$ cat config.mk
export PLATFORM = sky130hd
export DESIGN_NAME = mem_model_param
export DESIGN_NICKNAME = d
export VERILOG_FILES = /design/src/rtl/mem_model_param.sv
export SDC_FILE = /design/constraint.sdc
export NUM_CORES = 1
export LEC_CHECK = 0
export ABC_AREA = 0
export CAP_MARGIN = 20
export CORE_ASPECT_RATIO = 0.7
export CORE_MARGIN = 4
export CORE_UTILIZATION = 47
export CTS_CLUSTER_DIAMETER = 80
export DETAILED_ROUTE_END_ITERATION = 6
export PLACE_DENSITY = 0.73
export SETUP_SLACK_MARGIN = 0.15
export SLEW_MARGIN = 20
export SYNTH_ARGS = -nofsm -noshare
export SYNTH_HDL_FRONTEND = slang
export SYNTH_SLANG_ARGS = --single-unit
$ cat constraint.sdc
create_clock -name clk -period 2.3 [get_ports clk]
set_input_delay 0.575 -clock clk [delete_from_list [all_inputs] [get_ports clk]]
set_output_delay 0.575 -clock clk [all_outputs]
set_load 0.05 [all_outputs]
$ cat src/rtl/mem_model_param.sv
// mem_model_param
//   Parametrised single-port synchronous memory model. It has byte strobes, a
//   pipelined read path with rd_valid, and an init sweep after reset that
//   writes INIT_VAL to every implemented word.
//
//   Optional feature: define MEM_PARITY_EN to store one even-parity bit per
//   byte and flag mismatches on read through par_err. The storage array is
//   `mem`, so a bench can force bits of it to inject errors.
//
// Ports
//   clk       in   clock, all logic on posedge
//   reset     in   synchronous, active-high
//   wr_en     in   write request (taken only while ready)
//   rd_en     in   read request (taken only while ready)
//   addr      in   word address, shared by read and write
//   wdata     in   write data
//   wstrb     in   byte write enables
//   rdata     out  read data, meaningful while rd_valid; holds otherwise
//   rd_valid  out  one pulse per accepted read, RD_LATENCY cycles later
//   ready     out  high once the init sweep is done
//   addr_err  out  pulse for an accepted request with addr >= DEPTH
//   par_err   out  parity mismatch on read (0 without MEM_PARITY_EN)
module mem_model_param #(
  parameter int DATA_WIDTH = 8,
  parameter int ADDR_WIDTH = 2,
  parameter int DEPTH      = 4,
  parameter int RD_LATENCY = 1,
  parameter logic [DATA_WIDTH-1:0] INIT_VAL = '0
) (
  input  logic                    clk,
  input  logic                    reset,
  input  logic                    wr_en,
  input  logic                    rd_en,
  input  logic [ADDR_WIDTH-1:0]   addr,
  input  logic [DATA_WIDTH-1:0]   wdata,
  input  logic [DATA_WIDTH/8-1:0] wstrb,
  output logic [DATA_WIDTH-1:0]   rdata,
  output logic                    rd_valid,
  output logic                    ready,
  output logic                    addr_err,
  output logic                    par_err
);

  localparam int NB = DATA_WIDTH / 8;
  localparam int S  = RD_LATENCY - 1;   // index of the output stage
  localparam int IW = (DEPTH > 1) ? $clog2(DEPTH) : 1;
  // The sweep pointer is one bit wider than addr, so DEPTH = 2**ADDR_WIDTH
  // still reaches its terminal count.
  localparam logic [ADDR_WIDTH:0] DEPTH_W = (ADDR_WIDTH+1)'(DEPTH);
  localparam logic [ADDR_WIDTH:0] LAST_W  = (ADDR_WIDTH+1)'(DEPTH - 1);

  typedef enum logic {ST_INIT, ST_IDLE} state_t;

  typedef struct packed {
    logic [DATA_WIDTH-1:0] data;
    logic                  aerr;
    logic                  perr;
  } rd_beat_t;

  state_t              state, state_nxt;
  logic [ADDR_WIDTH:0] ptr;
  logic [DATA_WIDTH-1:0] mem [0:DEPTH-1];

  logic          in_range, wr_acc, rd_acc, wr_ok, wr_err_q;
  logic [IW-1:0] aidx, pidx;

  assign in_range = {1'b0, addr} < DEPTH_W;
  assign wr_acc   = ready & wr_en;
  assign rd_acc   = ready & rd_en;
  assign wr_ok    = wr_acc & in_range;
  // Word indices are taken only after the range check or from the sweep
  // pointer, so truncating them to the array index width is safe.
  assign aidx     = addr[IW-1:0];
  assign pidx     = ptr[IW-1:0];

  // ---------------- control FSM ----------------
  always_ff @(posedge clk) begin
    if (reset) begin
      state <= ST_INIT;
      ptr   <= '0;
    end else begin
      state <= state_nxt;
      if (state == ST_INIT) ptr <= ptr + 1'b1;
    end
  end

  always_comb begin
    state_nxt = state;
    ready     = 1'b0;
    case (state)
      ST_INIT: if (ptr == LAST_W) state_nxt = ST_IDLE;
      ST_IDLE: ready = 1'b1;
      default: state_nxt = ST_INIT;
    endcase
  end

  // ---------------- storage ----------------
`ifdef MEM_PARITY_EN
  logic [NB-1:0] par [0:DEPTH-1];
  logic [NB-1:0] init_par;

  always_comb begin
    init_par = '0;
    for (int b = 0; b < NB; b++) init_par[b] = ^INIT_VAL[8*b +: 8];
  end
`endif

  // The memory has no reset. The init sweep provides the defined contents.
  always_ff @(posedge clk) begin
    if (!reset) begin
      if (state == ST_INIT) begin
        mem[pidx] <= INIT_VAL;
`ifdef MEM_PARITY_EN
        par[pidx] <= init_par;
`endif
      end else if (wr_ok) begin
        for (int b = 0; b < NB; b++) begin
          if (wstrb[b]) begin
            mem[aidx][8*b +: 8] <= wdata[8*b +: 8];
`ifdef MEM_PARITY_EN
            par[aidx][b] <= ^wdata[8*b +: 8];
`endif
          end
        end
      end
    end
  end

  // ---------------- read pipeline ----------------
  // The array is sampled at the accepting edge, before the same-edge write
  // lands, which gives read-before-write on a shared address.
  rd_beat_t beat_in;

  always_comb begin
    beat_in      = '0;
    beat_in.aerr = ~in_range;
    if (in_range) begin
      beat_in.data = mem[aidx];
`ifdef MEM_PARITY_EN
      for (int b = 0; b < NB; b++)
        if ((^mem[aidx][8*b +: 8]) != par[aidx][b]) beat_in.perr = 1'b1;
`endif
    end
  end

  logic [S:0] vld_pipe, vld_d;
  rd_beat_t   beat_pipe [0:S];
  rd_beat_t   beat_d    [0:S];

  for (genvar k = 0; k <= S; k++) begin : g_stage
    if (k == 0) begin : g_head
      assign vld_d[k]  = rd_acc;
      assign beat_d[k] = beat_in;
    end else begin : g_body
      assign vld_d[k]  = vld_pipe[k-1];
      assign beat_d[k] = beat_pipe[k-1];
    end
  end

  // The inner stages shift every cycle. The output stage loads only on a
  // valid beat, so rdata holds between reads.
  always_ff @(posedge clk) begin
    if (reset) begin
      vld_pipe <= '0;
      for (int k = 0; k <= S; k++) beat_pipe[k] <= '0;
    end else begin
      vld_pipe <= vld_d;
      for (int k = 0; k < S; k++) beat_pipe[k] <= beat_d[k];
      if (vld_d[S]) beat_pipe[S] <= beat_d[S];
    end
  end

  // A dropped write reports its error on the cycle after acceptance.
  always_ff @(posedge clk) begin
    if (reset) wr_err_q <= 1'b0;
    else       wr_err_q <= wr_acc & ~in_range;
  end

  assign rdata    = beat_pipe[S].data;
  assign rd_valid = vld_pipe[S];
  assign addr_err = (vld_pipe[S] & beat_pipe[S].aerr) | wr_err_q;
`ifdef MEM_PARITY_EN
  assign par_err  = vld_pipe[S] & beat_pipe[S].perr;
`else
  assign par_err  = 1'b0;
`endif

endmodule

==> impl_metrics.json, run 1 <==
{
  "outcome": "finished clean",
  "drcViolationCount": 0,
  "grt_pass1_wl_mm": 4.75,
  "grt_overflow": 0,
  "timing.final.crit_share": 0.892,
  "synth_common_cells": "40 x edfxtp_1, 9 x and2_2, 9 x nor2b_1",
  "port-buffer-count": 24,
  "htree_levels": 2,
  "placed_cell_area_mm2": 0.00218,
  "crit_path_top_delay_cell": "clkdlybuf4s50_1",
  "tritoncts": "yes",
  "maxSlewHeadroom": 0.668,
  "path_depth": 5,
  "coreArea_mm2": 0.00363,
  "r2r_start": "state",
  "fin_cells": 191,
  "finClkSkew_ps": 4.97,
  "r2r_slack_ps": 670,
  "rsz0062_at_grt": "no",
  "fmax_mhz": 487,
  "ir_drop_mv": 0.506,
  "avgSynthCellArea_um2": 17.6,
  "synth-seq-cells": 45,
  "crit_fanout": 8,
  "fp.dieW_um": 82.6,
  "crit_buf_inv": 2,
  "synth_area_mm2": 0.00183,
  "synth.largest_area_cell": "edfxtp_1",
  "seq_area_frac_synth": 0.710,
  "ys_warn_count": 0,
  "synthCells": 104,
  "final-hold-violation-count": 0,
  "cts.path.max_buffers": 2,
  "endpoint": "mem[0][0]",
  "num_vias": 968,
  "cts_made_buffers": 5,
  "synth.most_common_cell": "edfxtp_1",
  "hold_path_class": "reg -> reg",
  "setup_viol": 0,
  "synth.area.top_cells": "edfxtp_1 66%, mux4_2 9.8%, dfxtp_1 5.5%, and2_2 3.7%, nor2b_1 3.1%",
  "path_clk_slew_ps": 80,
  "synthArstFlopShare": 0,
  "end_kind": "flip-flop",
  "drv_slew": 0,
  "n_antenna_cell": 0,
  "num_io_pins": 27,
  "root_buffer": "clkbuf_8",
  "die-area_mm2": 0.00498,
  "fin_crit_ps": 2050,
  "area_growth_pct": 25.0,
  "dr.pass1.iters": 2,
  "synth_cell_type_count": 24,
  "start_util": 0.505,
  "crit_required_ps": 2300,
  "critPathLaunch": "reset",
  "rr_worst_depth": 4,
  "ant_nets": 0,
  "grt_max_degree": 14,
  "dp.cells": 183,
  "post-cts-setup-buffers": 0,
  "r2r_end": "mem[0][0]",
  "p_leak_nw": 0.832,
  "gp_congestion": 0.776,
  "worstMarginPinSlew_ps": 497,
  "avgViaCountPerCell": 5.07,
  "totalWireLength_mm": 2.99,
  "nNetsFinal": 157,
  "p_per_area_mw_per_mm2": 794,
  "grt_usage": 0.141,
  "design_area_mm2": 0.00229,
  "crit_family": "buffers and inverters",
  "finalPower_mw": 1.82,
  "cts_resized": 0,
  "antenna_found_initial": 0,
  "dp_slack_ps": -53.6,
  "grt_pass1_vias": 954,
  "cts.sinks": 45,
  "worst_slack_ps": 249,
  "die_h_um": 60.2,
  "synth-edff-count": 40,
  "start_kind": "input pin",
  "wl_per_cell_um": 15.7,
  "postCtsHoldBufs": 0,
  "dr.first_iter.drc_count": 67,
  "cap_violations": 0,
  "clock_latency_ps": 290,
  "place.detailed.hpwl_mm": 2.24,
  "critical_path_class": "in -> reg",
  "cpPeakStageDelay_ps": 450,
  "worstPathArrival_ps": 2060,
  "path_cells": "clkdlybuf4s50_1 > and4b_1 > mux2i_2 > nor3b_2 > buf_4",
  "synthFlopType": "edfxtp_1",
  "rows": 18,
  "layout-drive-gt1-share": 0.277,
  "synth_top_area_frac": 0.656
}
[registers in the layout, indices dropped and copies added, names as in the netlist]
signal and count:
beat_pipe 8, mem 32, ptr 3, rd_valid 1, state 1
[worst register-to-register path: stages, from the launching register on]
cell	delay (ps)
dfxtp_1	370
and4b_1	270
mux2i_2	300
nor3b_2	200
buf_4	200
[routing by layer]
metal | vias up | GRT usage | part of all wire
li1 | 454 | - | -
met1 | 481 | 0.175 | 0.46
met2 | 28 | 0.219 | 0.47
met3 | 5 | 0.0633 | 0.058
met4 | 0 | 0.0490 | 0.0087
met5 | - | 0 | 0
[cell usage in the layout, fill, tap and decap left out, types with 3 or more instances in the layout]
| cell type | netlist | layout |
|---|---|---|
| clkbuf_8 | 0 | 5 |
| dfxtp_1 | 5 | 5 |
| buf_4 | 2 | 11 |
| clkdlybuf4s50_1 | 0 | 23 |
| mux4_2 | 8 | 8 |
| nor2_1 | 7 | 7 |
| inv_1 | 3 | 3 |
| edfxtp_1 | 40 | 40 |
| and2_2 | 9 | 9 |
| nor2b_1 | 9 | 9 |
[worst min-delay path by stage]
stage,start,cells after the start,slack [ps],end
6_report,ptr[2],2,500,ptr[2]
5_1_grt,ptr[2],2,550,ptr[2]
4_1_cts,ptr[2],2,510,ptr[2]
3_5_place_dp,ptr[2],2,490,ptr[2]
3_3_place_gp,ptr[2],2,460,ptr[2]
2_1_floorplan,ptr[2],2,450,ptr[2]
[per-stage QoR]
stage	util	hold WS, ps	setup TNS [ps]
after floorplan	-	454	0
after global placement	0.602	464	0
after detailed placement	0.602	490	-523
after CTS	0.631	507	0
after global routing	0.631	545	0
final	0.631	501	0
[final cells by class]
class                   instances  area [um^2]
clock buffers                   6         72.6
flip-flops and latches         45         1300
repair buffers                 35          333
multi-input cells              50          475
fillers                       275         1340
well taps                      50         62.6
inverters                       3         11.3
clock inverters                 2         33.8
[cell families after synthesis]
family / synth area share
multiplexers: 0.111
AO/OA/AOI/OAI: 0.0150
XOR/XNOR: 0.00478
other: 0.00205
buffers and inverters: 0.0348
flip-flops: 0.710
AND/OR/NAND/NOR: 0.108
adder cells (fa/ha/maj): 0.0137
[power by group]
| part | leakage [nW] | switching (mW) | internal, mW |
|---|---|---|---|
| Combinational | 0.343 | 0.147 | 0.123 |
| Clock | 0.0528 | 0.247 | 0.320 |
| Sequential | 0.436 | 0.0226 | 0.958 |
| Total | 0.832 | 0.417 | 1.40 |
Note: power is estimated with default switching activity, not from simulation.
==> inputs of run 2 (changes only) <==
CORE_UTILIZATION = 43   (was 47)
PLACE_DENSITY = 0.68   (was 0.73)
==> impl_metrics.json, run 2 (synthesis gave the netlist of run 1 again) <==
{
  "rr_worst_depth": 4,
  "tritoncts": "yes",
  "design_area_mm2": 0.00227,
  "antenna_found_initial": 0,
  "worstMarginPinSlew_ps": 503,
  "p_per_area_mw_per_mm2": 748,
  "r2r_start": "state",
  "rsz0062_at_grt": "no",
  "coreArea_mm2": 0.00402,
  "place.detailed.hpwl_mm": 2.20,
  "nNetsFinal": 158,
  "port-buffer-count": 24,
  "crit_path_top_delay_cell": "clkdlybuf4s50_1",
  "cap_violations": 0,
  "die-area_mm2": 0.00538,
  "tns_ps": 0,
  "maxSlewHeadroom": 0.663,
  "cts.path.max_buffers": 2,
  "cpPeakStageDelay_ps": 420,
  "largest_register": "mem",
  "fin_crit_ps": 2010,
  "num_io_pins": 27,
  "gp_congestion": 0.742,
  "critical_path_class": "in -> reg",
  "largest_registers": "mem: 32 flops, beat_pipe: 8 flops, ptr: 3 flops",
  "root_buffer": "clkbuf_8",
  "n_antenna_cell": 0,
  "final_util": 0.566,
  "layout-drive-gt1-share": 0.282,
  "grt_overflow": 0,
  "post-cts-setup-buffers": 0,
  "path_clk_slew_ps": 80,
  "finClkSkew_ps": 6.07,
  "r2r_slack_ps": 720,
  "drv_slew": 0,
  "grt_usage": 0.123,
  "crit_buf_inv": 2,
  "setup_viol": 0,
  "final_common_cell": "edfxtp_1",
  "start_kind": "input pin",
  "fp.dieW_um": 86.0,
  "drcViolationCount": 0,
  "cts.sinks": 45,
  "largest_reg_flops": 32,
  "hold_path_class": "reg -> reg",
  "whs_endpoint": "ptr[2]",
  "dr.pass1.iters": 4,
  "avgViaCountPerCell": 4.85,
  "outcome": "finished clean",
  "p_leak_nw": 0.826,
  "crit_family": "buffers and inverters",
  "num_vias": 941,
  "rows": 19,
  "worstPathArrival_ps": 2000,
  "area_growth_pct": 24.2,
  "clock_latency_ps": 290,
  "die_h_um": 62.6,
  "min-delay-start": "ptr[2]",
  "final-hold-violation-count": 0,
  "end_kind": "flip-flop",
  "ant_nets": 0,
  "fmax_mhz": 498,
  "htree_levels": 2,
  "start_util": 0.456,
  "ir_drop_mv": 0.406,
  "crit_fanout": 8,
  "grt_pass1_wl_mm": 4.89,
  "dr.first_iter.drc_count": 74,
  "grt_pass1_vias": 1014,
  "totalWireLength_mm": 2.98,
  "r2r_end": "mem[0][0]",
  "path_cells": "clkdlybuf4s50_1 > and4b_1 > mux2i_2 > nor3b_2 > buf_4",
  "wl_per_cell_um": 15.3,
  "cts_made_buffers": 5,
  "grt_max_degree": 14,
  "postCtsHoldBufs": 0,
  "final_cell_mix": "40 x edfxtp_1, 23 x clkdlybuf4s50_1, 12 x buf_4",
  "placed_cell_area_mm2": 0.00219,
  "timing.final.crit_share": 0.872,
  "crit_required_ps": 2300,
  "finalPower_mw": 1.70,
  "cts_resized": 0,
  "min_delay_path_depth": 2
}
==> run 2: changes by cell type in the layout (fill, tap and decap cells not counted) <==
| cell | delta |
|---|---|
| buf_4 | +1 |
| clkinv_2 | +1 |
| clkinv_1 | +1 |
| bufinv_16 | -1 |
| clkbuf_1 | -1 |
==> run 2: worst max-delay path by stage <==
stage                            to  cells past startpoint  slack, ps             from
after floorplan           mem[0][0]                      5        160            reset
after global placement    mem[0][6]                      5         40            reset
after detailed placement  mem[0][6]                      5          5            wr_en
after CTS                  rdata[0]                      1        290  beat_pipe[0][0]
after global routing      mem[0][0]                      5        210            wr_en
final                     mem[0][0]                      5        290            reset
==> run 2: report_power, final <==
group / internal [mW] / total [mW] / switching, mW
Combinational: 0.127 / 0.275 / 0.148
Sequential: 0.958 / 0.980 / 0.0216
Clock: 0.205 / 0.447 / 0.242
==> run 2: final cells by class <==
cell class / count / area, um^2
Timing Repair Buffer: 36 / 340
Sequential cell: 45 / 1300
Tap cell: 52 / 65.1
Clock buffer: 5 / 68.8
Multi-Input combinational cell: 50 / 475
Inverter: 3 / 11.3
Clock inverter: 3 / 12.5
Fill cell: 306 / 1740
==> run 2: through the flow <==
| step | cells | hold WS (ps) | worst slack (ps) |
|---|---|---|---|
| after floorplan | 105 | 454 | 165 |
| after global placement | 186 | 464 | 39.3 |
| after detailed placement | 186 | 490 | 5.45 |
| after CTS | 194 | 509 | 292 |
| after global routing | 194 | 554 | 208 |
| final | 194 | 511 | 294 |
==> run 2: worst min-delay path, stage by stage (launching register included) <==
cell     delay [ps]
dfxtp_1         340
a21oi_1          60
nor2_1           70
==> run 2: per-layer routing <==
metal / part of all wire / global-route usage / vias up
met4: 0.0040 / 0.0356 / 0
met2: 0.52 / 0.206 / 21
met1: 0.42 / 0.152 / 463
li1: - / - / 455
met3: 0.048 / 0.0395 / 2
met5: 0 / 0 / -
==> inputs of run 3 (changes only) <==
ABC_AREA = 1   (was 0)
SKIP_LAST_GASP = 1   (was unset)
==> impl_metrics.json, run 3 <==
{
  "hold_slack_ps": 503,
  "layout-drive-gt1-share": 0.0991,
  "critical_path_class": "reg -> out",
  "place.detailed.hpwl_mm": 2.81,
  "final_util": 0.574,
  "drv_slew": 0,
  "coreArea_mm2": 0.00407,
  "crit_family": "buffers and inverters",
  "synth_area_mm2": 0.00189,
  "path_cells": "clkdlybuf4s50_1",
  "cap_violations": 0,
  "worstPathArrival_ps": 1440,
  "dp.cells": 256,
  "largest_registers": "mem: 32 flops, beat_pipe: 8 flops, ptr: 3 flops",
  "grt_pass1_vias": 1255,
  "gp_congestion": 0.796,
  "worst_slack_ps": 281,
  "grt_usage": 0.151,
  "largest_reg_flops": 32,
  "fin_cells": 264,
  "synthCells": 177,
  "nNetsFinal": 228,
  "ant_nets": 0,
  "postCtsHoldBufs": 0,
  "timing.final.crit_share": 0.878,
  "cts_resized": 0,
  "rr_worst_depth": 8,
  "drcViolationCount": 0,
  "num_io_pins": 27,
  "synth-edff-count": 40,
  "synth_cell_type_count": 19,
  "cts.path.max_buffers": 2,
  "area_growth_pct": 23.6,
  "r2r_slack_ps": 670,
  "synth_top_area_frac": 0.637,
  "fp.dieW_um": 87.2,
  "synth-seq-cells": 45,
  "crit_buf_inv": 1,
  "crit_path_top_delay_cell": "clkdlybuf4s50_1",
  "worstMarginPinSlew_ps": 518,
  "synthFlopType": "edfxtp_1",
  "placed_cell_area_mm2": 0.00222,
  "dr.first_iter.drc_count": 154,
  "synth.most_common_cell": "nand2_1",
  "path_clk_slew_ps": 70,
  "cts.sinks": 45,
  "end_kind": "output pin",
  "outcome": "finished clean",
  "ir_drop_mv": 0.473,
  "finClkSkew_ps": 9.21,
  "seq_area_frac_synth": 0.690,
  "crit_required_ps": 1730,
  "whs_endpoint": "ptr[1]",
  "start_util": 0.464,
  "min-delay-start": "ptr[1]",
  "r2r_start": "state",
  "num_vias": 1276,
  "multiInputGateArea_um2": 478,
  "hold_path_class": "reg -> reg",
  "p_per_area_mw_per_mm2": 798,
  "min_delay_path_depth": 2,
  "cts_made_buffers": 5,
  "fmax_mhz": 495,
  "n_antenna_cell": 0,
  "dr.pass1.iters": 4,
  "synth.area.top_cells": "edfxtp_1 64%, nand2_1 9.2%, nor2_1 5.8%, dfxtp_1 5.3%, a21oi_1 3.2%",
  "dp_slack_ps": 119,
  "final_common_cell": "nand2_1",
  "grt_pass1_wl_mm": 6.12,
  "p_leak_nw": 0.945,
  "final_cell_mix": "46 x nand2_1, 40 x edfxtp_1, 29 x nor2_1",
  "rows": 19,
  "htree_levels": 2,
  "avgViaCountPerCell": 4.83,
  "synthArstFlopShare": 0,
  "die_h_um": 63.4,
  "synth_common_cells": "46 x nand2_1, 40 x edfxtp_1, 29 x nor2_1",
  "start_kind": "flip-flop",
  "nFillCells": 336,
  "synth.largest_area_cell": "edfxtp_1",
  "final-hold-violation-count": 0,
  "ys_warn_count": 0,
  "grt_max_degree": 17,
  "r2r_end": "mem[0][0]",
  "crit_fanout": 2,
  "grt_overflow": 0,
  "root_buffer": "clkbuf_8",
  "maxSlewHeadroom": 0.654,
  "die-area_mm2": 0.00553,
  "post-cts-setup-buffers": 0,
  "rsz0062_at_grt": "no",
  "clock_latency_ps": 300,
  "cpPeakStageDelay_ps": 820,
  "avgSynthCellArea_um2": 10.7,
  "largest_register": "mem",
  "setup_viol": 0,
  "totalWireLength_mm": 3.67,
  "port-buffer-count": 24,
  "finalPower_mw": 1.86,
  "antenna_found_initial": 0,
  "fin_crit_ps": 2020,
  "wl_per_cell_um": 13.9,
  "tritoncts": "yes",
  "regArea_mm2": 0.00130,
  "design_area_mm2": 0.00233,
  "tns_ps": 0
}
-- run 3: cell types whose count changed in the layout (fill, tap and decap cells not counted), moves of 2 or more --
cell / change
nand2_1: +46
nor2_1: +22
inv_1: +12
o21ai_0: +11
a21oi_1: +10
and2_2: -9
nor2b_1: -9
mux4_2: -8
buf_4: -3
nand3_1: +3
nand2_2: +2
-- run 3: routing by layer --
layer,wire (um),track usage,vias to the layer above
li1,-,-,646
met4,78,0.0766,0
met3,338,0.0443,7
met1,1680,0.214,578
met2,1570,0.207,45
met5,0,0,-
-- run 3: worst max-delay path by stage --
| stage | startpoint | end | slack, ps | cells after the start |
|---|---|---|---|---|
| 3_5_place_dp | reset | mem[0][1] | 120 | 7 |
| 6_report | state | ready | 280 | 1 |
| 3_3_place_gp | reset | mem[1][7] | 190 | 8 |
| 4_1_cts | state | ready | 240 | 1 |
| 5_1_grt | state | ready | 210 | 1 |
| 2_1_floorplan | state | mem[2][0] | 260 | 7 |
-- run 3: power breakdown --
group	switching (mW)	internal [mW]
Combinational	0.180	0.0990
Sequential	0.0208	0.962
Clock	0.245	0.354
Total	0.446	1.42
-- run 3: cell type report --
| class | instances | share of cell area |
|---|---|---|
| well taps | 52 | 0.0279 |
| clock buffers | 7 | 0.0370 |
| clock inverters | 1 | 0.0129 |
| inverters | 17 | 0.0274 |
| flip-flops and latches | 45 | 0.558 |
| repair buffers | 33 | 0.132 |
| multi-input cells | 109 | 0.205 |
-- run 3: kinds of logic after synthesis --
kind of cell	Yosys count	share of synthesized area
simple gates	82	0.175
compound gates	23	0.0610
buf+inv	24	0.0590
flops	45	0.690
other cells	1	0.00199
fa+ha+maj	2	0.0133
-- run 3: tightest hold or removal path, stage by stage, from the launching register on --
cell and delay [ps]:
dfxtp_1 320, inv_1 70, a21oi_1 60
